<file path="src/rtl/tfifo_cfg.sv">
// Elastic circular-buffer FIFO with a compile-time output mode: transparent
// (bypass when empty) or registered. It also exports registered occupancy and almost-full.
module tfifo_cfg #(
  parameter int SLOTS       = 2,
  parameter int DATA_WIDTH  = 32,
  parameter int TRANSPARENT = 1,
  parameter int AF_THRESH   = SLOTS
) (
  input  logic                         clk,
  input  logic                         rst,
  input  logic [DATA_WIDTH-1:0]        ins,
  input  logic                         ins_valid,
  output logic                         ins_ready,
  output logic [DATA_WIDTH-1:0]        outs,
  output logic                         outs_valid,
  input  logic                         outs_ready,
  output logic [$clog2(SLOTS+1)-1:0]   count,
  output logic                         almost_full
);

  localparam int CW = $clog2(SLOTS + 1);
  localparam int PW = (SLOTS > 1) ? $clog2(SLOTS) : 1;
  localparam logic [CW-1:0] FULL_CNT = CW'(SLOTS);
  localparam logic [CW-1:0] AF_CNT   = CW'(AF_THRESH);
  localparam logic [PW-1:0] LAST_PTR = PW'(SLOTS - 1);

  logic [DATA_WIDTH-1:0] mem_q [SLOTS];
  logic [PW-1:0]         head_q, head_d;
  logic [PW-1:0]         tail_q, tail_d;
  logic [CW-1:0]         count_q, count_d;
  logic                  af_q, af_d;
  logic                  empty, full, enq, deq;

  // Valid/ready: a word moves on a rising edge only when valid && ready on that
  // channel; a producer holding valid=1 keeps its payload stable until accepted.
  always_comb begin
    empty      = (count_q == '0);
    full       = (count_q == FULL_CNT);
    outs_valid = !empty;
    outs       = mem_q[head_q];
    ins_ready  = !full;
    enq        = ins_valid && !full;
    if (TRANSPARENT != 0) begin
      outs_valid = ins_valid || !empty;
      outs       = empty ? ins : mem_q[head_q];
      ins_ready  = !full || outs_ready;
      // When empty and the consumer takes the word, it bypasses storage entirely.
      enq        = ins_valid && ins_ready && !(empty && outs_ready);
    end
    deq = !empty && outs_ready;
  end

  always_comb begin
    head_d  = head_q;
    tail_d  = tail_q;
    count_d = count_q;
    if (deq) head_d = (head_q == LAST_PTR) ? '0 : head_q + PW'(1);
    if (enq) tail_d = (tail_q == LAST_PTR) ? '0 : tail_q + PW'(1);
    if (enq && !deq) begin
      count_d = count_q + CW'(1);
    end else if (deq && !enq) begin
      count_d = count_q - CW'(1);
    end
    af_d = (count_d >= AF_CNT);
  end

  always_ff @(posedge clk) begin
    if (rst) begin
      head_q  <= '0;
      tail_q  <= '0;
      count_q <= '0;
      af_q    <= 1'b0;
    end else begin
      head_q  <= head_d;
      tail_q  <= tail_d;
      count_q <= count_d;
      af_q    <= af_d;
    end
  end

  // Payload storage carries no reset; only the pointers define what is valid.
  always_ff @(posedge clk) begin
    if (enq) mem_q[tail_q] <= ins;
  end

  assign count       = count_q;
  assign almost_full = af_q;

endmodule

</file>
<file path="config.mk">
export PLATFORM = sky130hd
export DESIGN_NAME = tfifo_cfg
export DESIGN_NICKNAME = d
export VERILOG_FILES = /design/src/rtl/tfifo_cfg.sv
export SDC_FILE = /design/constraint.sdc
export NUM_CORES = 1
export LEC_CHECK = 0
export BUFFER_PORTS_ARGS = -buffer_cell sky130_fd_sc_hd__buf_4
export CORE_UTILIZATION = 56
export CTS_CLUSTER_DIAMETER = 40
export CTS_CLUSTER_SIZE = 24
export DETAILED_ROUTE_END_ITERATION = 10
export GPL_TIMING_DRIVEN = 0
export PLACE_DENSITY = 0.84
export SETUP_SLACK_MARGIN = 0.5
export SYNTH_ARGS = -nofsm -noshare
export SYNTH_HDL_FRONTEND = slang
export SYNTH_SLANG_ARGS = --single-unit
</file>
<file path="constraint.sdc">
create_clock -name clk -period 4 [get_ports clk]
set_input_delay 0.6 -clock clk [delete_from_list [all_inputs] [get_ports clk]]
set_output_delay 0.6 -clock clk [all_outputs]
set_load 0.01 [all_outputs]
</file>
# After elaboration in Yosys (flattened, before gate mapping)
# Memory sizes are Yosys's and may differ from the RTL's. A register that Yosys moved wholly into a read port is not among the register bits.
# Index checks and enable logic that the tools add are counted.
dict set report op_classes {
  add_sub_neg 4
  magnitude_cmp 1
  n_eq_ne 1
  mux 9
  reduce_logical 14
}
# cell n
set ops {}
lappend ops {{$mux W32} 1}
lappend ops {{$logic_and A1 B1 Y1} 6}
lappend ops {{$mux W1} 6}
lappend ops {{$logic_not A1 Y1} 5}
lappend ops {{$mux W2} 2}
lappend ops {{$add A1 B1 Y1 const B} 2}
lappend ops {{$add A2 B1 Y2 const B} 1}
lappend ops {{$eq A2 B2 Y1 const B} 1}
lappend ops {{$ge A2 B2 Y1 const B} 1}
lappend ops {{$logic_not A2 Y1} 1}
lappend ops {{$logic_or A1 B1 Y1} 2}
lappend ops {{$sub A2 B1 Y2 const B} 1}
dict set report word_totals {
  reg_bits 5
  mem_bits_rw 64
  input_bits 36
  word_cells 34
  mem_count 1
}
# memory depth word_bits read_ports rd_clocked_by_memory_dff wr line
set mem_list {}
lappend mem_list {mem_q 2 32 1 1 1 27} ;# logic [DATA_WIDTH-1:0] mem_q [SLOTS];

# Logic depth before layout (Yosys ltp)
# Gate-level depths: netlist of run 1.
dict set report depth {
  depth_word 10
  mapped_depth 6
}

# Worst setup path before layout of run 1
# OpenSTA, ideal clock, no wires.
dict set report synth_path {
  path_kind {in2reg}
  startpoint {input outs_ready}
  endpoint {memory mem_q[0][0] (enable)}
  setup_ns 0.421
  arrival_ns 2.438
  required_ns 3.579
  path_slack_ns 1.141
  cell_stages 4
  path_buffers 1
  path_cell_list {buf_2 nand2b_1 nand3_1 nor2_1}
}
dict set report synth_between {
  elab_chain_len 5
}
# item line
set synth_lines {}
lappend synth_lines {{start, declared} 16} ;# input logic outs_ready,
lappend synth_lines {{$logic_or A1 B1 Y1} 46} ;# ins_ready = !full || outs_ready;
lappend synth_lines {{net ins_ready} 13} ;# output logic ins_ready,
lappend synth_lines {{$logic_and A1 B1 Y1 (2 in series)} 48} ;# enq = ins_valid && ins_ready && !(empty && outs_ready);
lappend synth_lines {{$mux W1} 83} ;# if (enq) mem_q[tail_q] <= ins;
lappend synth_lines {{$mux W1 (implied by the code)} 83}
lappend synth_lines {{end, declared} 27}
# The timed path passes the listed nets, and every way through them passes these cells.

# Worst setup path in the final report of run 1
dict set report layout_path {
  startpoint {register count_q[0] (netlist: count[0])}
  endpoint {output outs[8]}
}
dict set report layout_between {
  elab_chain_len 2
}
# item line
set layout_lines {}
lappend layout_lines {{start, declared} 30} ;# logic [CW-1:0] count_q, count_d;
lappend layout_lines {{start signal, assigned} 76} ;# count_q <= count_d;
lappend layout_lines {{$logic_not A2 Y1} 37} ;# empty = (count_q == '0);
lappend layout_lines {{$mux W32} 45} ;# outs = empty ? ins : mem_q[head_q];
lappend layout_lines {{end, declared} 14} ;# output logic [DATA_WIDTH-1:0] outs,
# Every way passes these cells.

==> metrics, run 1 <==
Via density 5.317; Hold Buf Count CTS 0; initial antenna violation count 0; worst path buffer plus inverter count 4; Post-Synthesis Net Count 248; setup TNS 0 ns; Final Hold Viols 0; root buf cell clkbuf_8; drt first pass iters 4; part of the cycle the worst path needs 68.32%; Yosys cell types 22; minimum clock period 2.733 ns; Yosys top cell area share 66.44%; worst hold start ins[14]; worst-path cell with the longest stage delay clkbuf_1; Reg-to-Reg Start count[0]; kind of critical path flip-flop to output pin; end of the worst register-to-register path mem_q[1][25]; Slew Viols, Final 0; Syn-to-layout area delta 28.03%; Sink Count 70; Core Footprint 0.004848 mm²; IR drop worst, VDD 0.3540 mV; Post-CTS Repair Setup Buffers 0; Max-Cap Viols 0; Hold Crit Class primary input to flip-flop; clk buf depth 2; ANT cells 0; unrepaired setup endpoints after global routing false; die height 73.87 µm; pwr dens 491.6 mW/mm²; CTS buffer count 9; cell family with most CP delay buffers and inverters; Levels on crit path 7; Setup crit start kind flip-flop; Final nets 330; Die X 73.87 µm; global-route wire length before repair 8514 µm; crit-path max FO 10; final setup fails 0; drt drc 0; yosys warns 0; Hold Path End mem_q[0][14]; share of layout cells above drive strength 1 31.42%; clock skew 0.003903 ns; Initial Util 59.66%; Syn Inst Count 210; cells along the critical path inv_1 > ha_1 > buf_2 > clkbuf_1 > nand2_1 > o21ai_0 > buf_4; via count 1930; DRT iter0 DRCs 137; worst stage delay on the critical path 0.40 ns; worst slew pin tran 0.9743 ns; Pleak 1.405 nW; global route overflow 0; I/O Pins 73; clock-pin slew on the worst setup and hold paths 0.07 ns; dpl hpwl 3528 µm; synth cell count leaders edfxtp_1, nand2_1, mux2i_1, o21ai_0, nor2_1; DR WL/cell 15.59 µm; vias in the first global route 1810; dominant cells by area after synthesis edfxtp_1, mux2i_1, o21ai_0; WHS 0.4555 ns; EDFF count, synth 64; top_reg_cell synth edfxtp_1; CP Capture Type output pin; die area 0.005457 mm²; most numerous cell in the Yosys netlist edfxtp_1; post-synthesis sequential area ratio 70.59%; WHS Path Cells 1; cell count of the worst reg-to-reg path 5; asr flop ratio synth 0%; RD Place Congestion 0.7388; Synth Register Bits 70; crit path DAT 2.13 ns; Port Buf Inserts 71; flop2flop setup slack 1.73 ns; num rows 25; PostCTS Resize Cnt 0; CP required 3.40 ns; CTS tree built; max_slew headroom 34.89%; Post-Syn Area 0.002893 mm²; Max Clk Rate 365.9 MHz; H-tree levels 3; Clock Latency Late Sink 0.33 ns; Tot Pwr 1.821 mW; final WL 5659 µm; post-route ant nets 0; total track usage 22.17%; Synth area leader edfxtp_1; average cell area after synthesis 13.78 µm²; largest net degree at the start of global routing 33; outcome finished, final reports clean
[per-stage QoR]
step	utilization (%)	instance area (µm²)	setup WS, ns	std cells
after floorplan	-	2893	1.141	210
after global placement	72.39	3510	0.4431	348
after detailed placement	72.70	3525	1.642	348
after CTS	76.39	3704	1.286	363
after global routing	76.39	3704	1.081	363
final	76.39	3704	1.267	363
[kinds of logic (layout without fill, tap and decap cells)]
| family | Yosys count | count (layout) | share of synthesized area, % |
|---|---|---|---|
| DFF | 70 | 70 | 70.59 |
| and+or+nand+nor | 51 | 51 | 7.439 |
| AOI/OAI and AO/OA | 37 | 37 | 7.007 |
| muxes | 33 | 33 | 11.46 |
| buffers and inverters | 16 | 102 | 2.335 |
| adders and majority gates | 2 | 2 | 0.8649 |
| xor gates and xnor gates | 1 | 1 | 0.3028 |
[sequential cells by signal (all words and copies together), names as in the netlist, named ones only]
register and cells:
mem_q 64, count 2, almost_full 1, head_q 1, tail_q 1
[per-layer routing]
| layer | global-route usage (%) | share of wire, % | routed length, µm | vias up |
|---|---|---|---|---|
| met5 | 0 | 0 | 0 | - |
| met4 | 12.82 | 2.4 | 138 | 0 |
| met3 | 5.213 | 3.9 | 218 | 14 |
| met2 | 35.58 | 51 | 2875 | 65 |
| met1 | 27.56 | 43 | 2427 | 912 |
| li1 | - | - | - | 939 |
[final cells by class]
cell class                 count  area (µm²)
buffer                        12       52.55
timing repair buffer          71       533.0
fill                         301        1145
inverter                       4       15.01
multi-input combinational    124       798.3
sequential                    70        2042
tap                           67       83.83
clock inverter                 5       51.30
clock buffer                  10       127.6
[power by group]
| part | switching [mW] | internal, mW |
|---|---|---|
| Sequential | 0.0163 | 0.860 |
| Clock | 0.246 | 0.280 |
| Combinational | 0.230 | 0.187 |
| Total | 0.493 | 1.33 |
[worst max-delay path by stage]
stage	startpoint	to	slack, ns
after floorplan	outs_ready	mem_q[0][0]	1.14
after global placement	outs_ready	mem_q[1][2]	0.44
after detailed placement	outs_ready	mem_q[0][0]	1.64
after CTS	count[1]	outs[18]	1.29
after global routing	count[1]	outs[8]	1.08
final	count[0]	outs[8]	1.27
[layout by cell type (no fill, tap or decap), drive strengths merged, types with 2 or more instances in the layout]
cell     instances
buf             77
edfxtp          64
nand2           34
mux2i           32
o21ai           32
clkbuf          16
nor2             7
dfxtp            6
inv              4
nor3             3
clkinv           3
nor3b            2
nor2b            2
a2111oi          2
ha               2
[worst reg2reg max path: stages, from the launching register on]
cell and delay [ns]:
dfxtp_1 0.38, inv_1 0.09, ha_1 0.26, nand2b_1 0.12, nand3_1 0.22, nor2_4 0.80
No activity file was read; power rests on OpenSTA's default activity.
==> run 2: changes to the inputs <==
CORE_UTILIZATION = 47   (was 56)
PLACE_DENSITY = 0.75   (was 0.84)
clock period = 2.3 ns   (was 4 ns; I/O delays follow)
==> run 2 against run 1 <==
Die area increased by 19%. Utilization fell by 7.3 points. Flip-flop and latch count did not move. Clock power up 47%. Sequential power up 74%. Non-clock buffer count up 11. Cell area is 11% higher. Critical path depth fell by 2. Critical endpoint is now mem_q[0][17]. Largest power group unchanged.
==> metrics, run 2 (same netlist as run 1, synthesis figures left out) <==
outcome finished, final reports clean; max reg flops 64 (unchanged); worst slew pin tran 0.9507 ns (-0.02359 ns); Core Footprint 0.005921 mm² (+22%); ANT cells 0 (unchanged); DRT iter0 DRCs 73 (-47%); final setup fails 0 (unchanged); Reg-to-Reg Start count[1]; CP required 2.26 ns (-1.14 ns); global route overflow 0 (unchanged); Post-DP Area 0.003555 mm² (+0.85%); die height 80.45 µm (+8.9%); Initial Util 48.86% (-11 points); share of layout cells above drive strength 1 44.44% (+13 points); Syn-to-layout area delta 41.48%; largest net degree at the start of global routing 33 (unchanged); crit path DAT 1.95 ns (-0.18 ns); drt first pass iters 4 (unchanged); crit-path max FO 32 (+22); root buf cell clkbuf_8; Die X 80.45 µm (+8.9%); Final Hold Viols 0 (unchanged); unrepaired setup endpoints after global routing true; clock-pin slew on the worst setup and hold paths 0.07 ns (about the same); global-route wire length before repair 9004 µm (+5.8%); clk buf depth 2 (unchanged); Hold Buf Count CTS 0 (unchanged); CP Capture Type flip-flop; Pleak 1.573 nW (+12%); Hold Crit Class primary input to flip-flop; kind of critical path flip-flop to flip-flop; RD Place Congestion 0.7070 (-4.3%); Most flops, register mem_q; CTS tree built; dpl hpwl 3442 µm (-2.4%); Via density 5.189 (-2.4%); post-route insts no fill 381 (+5.0%); drt drc 0 (unchanged); cell count of the worst reg-to-reg path 5 (unchanged); crit path from count[1]; Sink Count 70 (unchanged); total track usage 19.42% (-2.7 points); die area 0.006472 mm² (+19%); Finished Cell Area 0.004093 mm² (+11%); CTS buffer count 9 (unchanged); most common cell after layout, fill and taps aside buf_4; via count 1977 (+2.4%); post-route worst setup slack 0.3077 ns (-0.9596 ns); Setup crit start kind flip-flop; setup TNS 0 ns (unchanged); num rows 28 (+12%); fillers 430 (+43%); end of the worst register-to-register path mem_q[0][17]; post-route ant nets 0 (unchanged); minimum clock period 1.992 ns; Max-Cap Viols 0 (unchanged); initial antenna violation count 0 (unchanged); Final nets 341 (+3.3%); flop2flop setup slack 0.31 ns (-1.42 ns); IR drop worst, VDD 0.4913 mV (+39%); H-tree levels 3 (unchanged); vias in the first global route 1910 (+5.5%); clock skew 0.003421 ns (-0.0004819 ns); final WL 5835 µm (+3.1%); Clock Latency Late Sink 0.33 ns (about the same); placed cell count 356 (+2.3%); DP Worst Slack 0.2182 ns (-1.424 ns); pwr dens 806.7 mW/mm² (+64%); part of the cycle the worst path needs 86.62%; max_slew headroom 36.47% (+1.6 points); Port Buf Inserts 71 (unchanged); I/O Pins 73 (unchanged); Slew Viols, Final 0 (unchanged); DR WL/cell 15.31 µm (-1.8%); Worst Setup EP mem_q[0][17]; Max Clk Rate 501.9 MHz; most frequent cells in the layout buf_4, edfxtp_1, nand2_1, mux2i_1, o21ai_1
==> run 2: layout make-up <==
cell class	count	area, µm²	area share (%)
sequential	70	2047	50.02
multi-input combinational	124	914.6	22.35
timing repair buffer	82	653.1	15.96
buffer	12	222.7	5.442
clock buffer	10	127.6	3.118
tap	75	93.84	2.293
inverter	4	17.52	0.4280
clock inverter	4	16.27	0.3974
==> run 2: how the worst min path moves through the flow <==
stage,start,to,cells after the start
after detailed placement,head_q,flip-flop,2
after floorplan,rst,count[0],1
final,ins[22],mem_q[0][22],1
after global placement,head_q,head_q,2
after global routing,ins[14],mem_q[0][14],1
after CTS,ins[22],mem_q[0][22],1
==> run 2: metrics by stage <==
step / hold WS (ns) / utilization, % / power (mW)
floorplan: 0.4144 / - / 1.937
global placement: 0.4998 / 60.04 / 2.269
detailed placement: 0.5017 / 60.04 / 2.284
CTS: 0.1823 / 67.86 / 3.276
global route: 0.1903 / 69.13 / 3.439
finish: 0.1995 / 69.13 / 3.302
==> run 2: layer usage <==
layer / up-vias / global-route usage (%) / part of all wire, %
li1: 960 / - / -
met1: 937 / 24.96 / 42
met2: 70 / 30.93 / 51
met3: 10 / 3.750 / 5.3
met4: 0 / 10.54 / 1.7
met5: - / 0 / 0
==> run 2: repair_timing <==
item,CTS,global route
buffers inserted,5,2
setup endpoints to repair,97,97
pin swaps,4,1
gates cloned,3,1
resized for setup,86,12
==> run 2: critical path: stages, from the launching register on <==
cell and delay (ns):
dfxtp_4 0.37, inv_4 0.04, ha_4 0.17, nand2_1 0.09, nand3_2 0.17, nor2_4 0.76
==> run 2: where the power goes <==
part / internal, mW / switching [mW]
Clock: 0.366 / 0.408
Sequential: 1.50 / 0.0290
Combinational: 0.526 / 0.475
Total: 2.39 / 0.912
==> run 3: changes to the inputs <==
CORE_UTILIZATION = 30   (was 47)
PLACE_DENSITY = unset   (was 0.75)
SETUP_SLACK_MARGIN = 0.05   (was 0.5)
==> run 3 against run 2 <==
Total power is 7.9% higher. Non-clock buffer count is 9 lower. Sequential share of layout area is 1.8 points higher. Die area is 55% higher. Clock power is 64% higher. Sequential power hardly changed. Count of clock-buffer cells in the layout is 1 lower. Global-route usage is 6.9 points lower. Critical path depth is 1 higher. Combinational power is 23% lower. First-iteration DRC count is 55% lower. Critical endpoint is now outs[6]. Largest power group unchanged.
==> metrics, run 3 (same netlist as run 1, synthesis figures left out) <==
most used cell, CP buf_4; drt first pass iters 4 (unchanged); die area 0.01004 mm² (+55%); dpl hpwl 4024 µm (+17%); DRT iter0 DRCs 33 (-55%); initial antenna violation count 0 (unchanged); Initial Util 31.16% (-18 points); global route overflow 0 (unchanged); DP Worst Slack 0.1191 ns (-0.09909 ns); most frequent cells in the layout buf_4, edfxtp_1, nand2_1, mux2i_1, o21ai_0; fillers 900 (+110%); clock skew 0.008687 ns (+0.005266 ns); worst slew pin tran 0.5671 ns (-0.3836 ns); Port Buf Inserts 71 (unchanged); CP Capture Type output pin; crit path from count[0]; CTS tree built; part of the cycle the worst path needs 90.04% (+3.4 points); Core Footprint 0.009284 mm² (+57%); final setup fails 0 (unchanged); Most flops, register mem_q; crit-path max FO 10 (-69%); I/O Pins 73 (unchanged); unrepaired setup endpoints after global routing false; P_int 2.681 mW (+12%); max reg flops 64 (unchanged); root buf cell clkbuf_8; via count 1870 (-5.4%); die height 100.2 µm (+25%); largest net degree at the start of global routing 18 (-45%); vias in the first global route 1886 (-1.3%); post-route worst setup slack 0.2290 ns (-0.07872 ns); Reg-to-Reg Start count[0]; RD Place Congestion 0.6930 (-2.0%); Sink Count 70 (unchanged); most common cell after layout, fill and taps aside buf_4; CTS buffer count 9 (unchanged); drt drc 0 (unchanged); clock-pin slew on the worst setup and hold paths 0.08 ns (about the same); outcome finished, final reports clean; Max-Cap Viols 0 (unchanged); Final nets 332 (-2.6%); IR drop worst, VDD 0.3764 mV (-23%); Clk pwr share 35.8% (+12 points); Net Sw Frac 24.71% (-2.9 points); Tot Pwr 3.561 mW (+7.9%); CP required 1.96 ns (-0.30 ns); Setup crit start kind flip-flop; share of layout cells above drive strength 1 35.45% (-9.0 points); Hold Buf Count CTS 0 (unchanged); total track usage 12.56% (-6.9 points); Slew Viols, Final 0 (unchanged); Logic pwr share 21.6% (-8.7 points); worst stage delay on the critical path 0.37 ns (-0.39 ns); pwr dens 903.3 mW/mm² (+12%); Die X 100.2 µm (+25%); worst-path cell with the longest stage delay dfxtp_1; max_slew headroom 62.10% (+26 points); register area 0.002043 mm² (-0.18%); worst hold start ins[24]; Max Clk Rate 482.9 MHz (-3.8%); DR WL/cell 13.72 µm (-10%); Syn-to-layout area delta 36.29%; Pleak 1.485 nW (-5.6%); kind of critical path flip-flop to output pin; post-route ant nets 0 (unchanged); minimum clock period 2.071 ns (+0.07872 ns); area occupied by multi-input gates 804.5 µm² (-12%); num rows 35 (+25%); cells along the critical path inv_1 > ha_2 > buf_4 > buf_2 > o21ai_0 > buf_4; final WL 5873 µm (+0.65%); global-route wire length before repair 9232 µm (+2.5%); Via density 4.369 (-16%); Hold Crit Class primary input to flip-flop; Clock Latency Late Sink 0.34 ns (about the same); H-tree levels 3 (unchanged); Switch Pwr 0.8800 mW (-3.5%); crit path DAT 1.73 ns (-0.22 ns); clk buf depth 2 (unchanged); sequential fraction of design power 42.7% (-3.5 points); ANT cells 0 (unchanged); Final Hold Viols 0 (unchanged)
run 3: cell count changes in the layout (fill, tap and decap cells not counted), sizes merged:
cell      previous run  this run
clkinvlp             0         1
bufinv               0         4
buf                 86        82
clkbuf              18        12
clkinv               4         2
run 3: critical path, delay by kind of cell (launching register included):
kind | cells | cell delay (ns)
buffers and inverters | 4 | 0.60
AO/OA/AOI/OAI | 1 | 0.19
flip-flops | 1 | 0.37
adder cells (fa/ha/maj) | 1 | 0.23
run 3: power by group through the flow:
stage          clock network (mW)  logic [mW]  registers (mW)
5_1_grt                      1.36       0.850            1.53
3_5_place_dp                    0       0.762            1.55
3_3_place_gp                    0       0.727            1.55
6_report                     1.27       0.768            1.52
4_1_cts                      1.31       0.780            1.52
2_1_floorplan                   0       0.378            1.55
run 3: stage by stage:
stage	cell area, µm²	TNS, ns	hold WS, ns	cells	util, %
2_1_floorplan	2893	-29.98	0.4174	210	-
3_3_place_gp	3587	-83.23	0.4949	410	38.64
3_5_place_dp	3657	0	0.5032	412	39.39
4_1_cts	3935	0	0.1721	428	42.39
5_1_grt	3943	0	0.1645	428	42.47
6_report	3943	0	0.1892	428	42.47
run 3: cell type report:
type                    count  share of cell area [%]
well taps                 129                   4.094
flip-flops and latches     70                   51.82
inverters                   4                  0.3808
clock buffers               9                   3.142
multi-input cells         124                   20.41
repair buffers             73                   14.92
clock inverters             7                   3.459
plain buffers              12                   1.777
run 3: worst paths after layout:
| path | depth (start not counted) | endpoint | slack (ns) |
|---|---|---|---|
| max | 6 | outs[6] | 0.23 |
| max reg2reg | 6 | mem_q[0][11] | 0.26 |
| min | 1 | mem_q[0][24] | 0.19 |
| min reg2reg | 2 | flip-flop | 0.53 |
run 3: repair_timing:
item | in CTS | in global routing
buffers inserted | 0 | 0
endpoints found under the setup margin | 30 | 32
resized for setup | 15 | 13
run 3: metal layers:
| layer | up-vias | track usage (%) | part of all wire [%] |
|---|---|---|---|
| li1 | 934 | - | - |
| met1 | 882 | 14.19 | 41 |
| met2 | 45 | 22.02 | 53 |
| met3 | 9 | 3.969 | 4.4 |
| met4 | 0 | 5.017 | 1.0 |
| met5 | - | 0 | 0 |
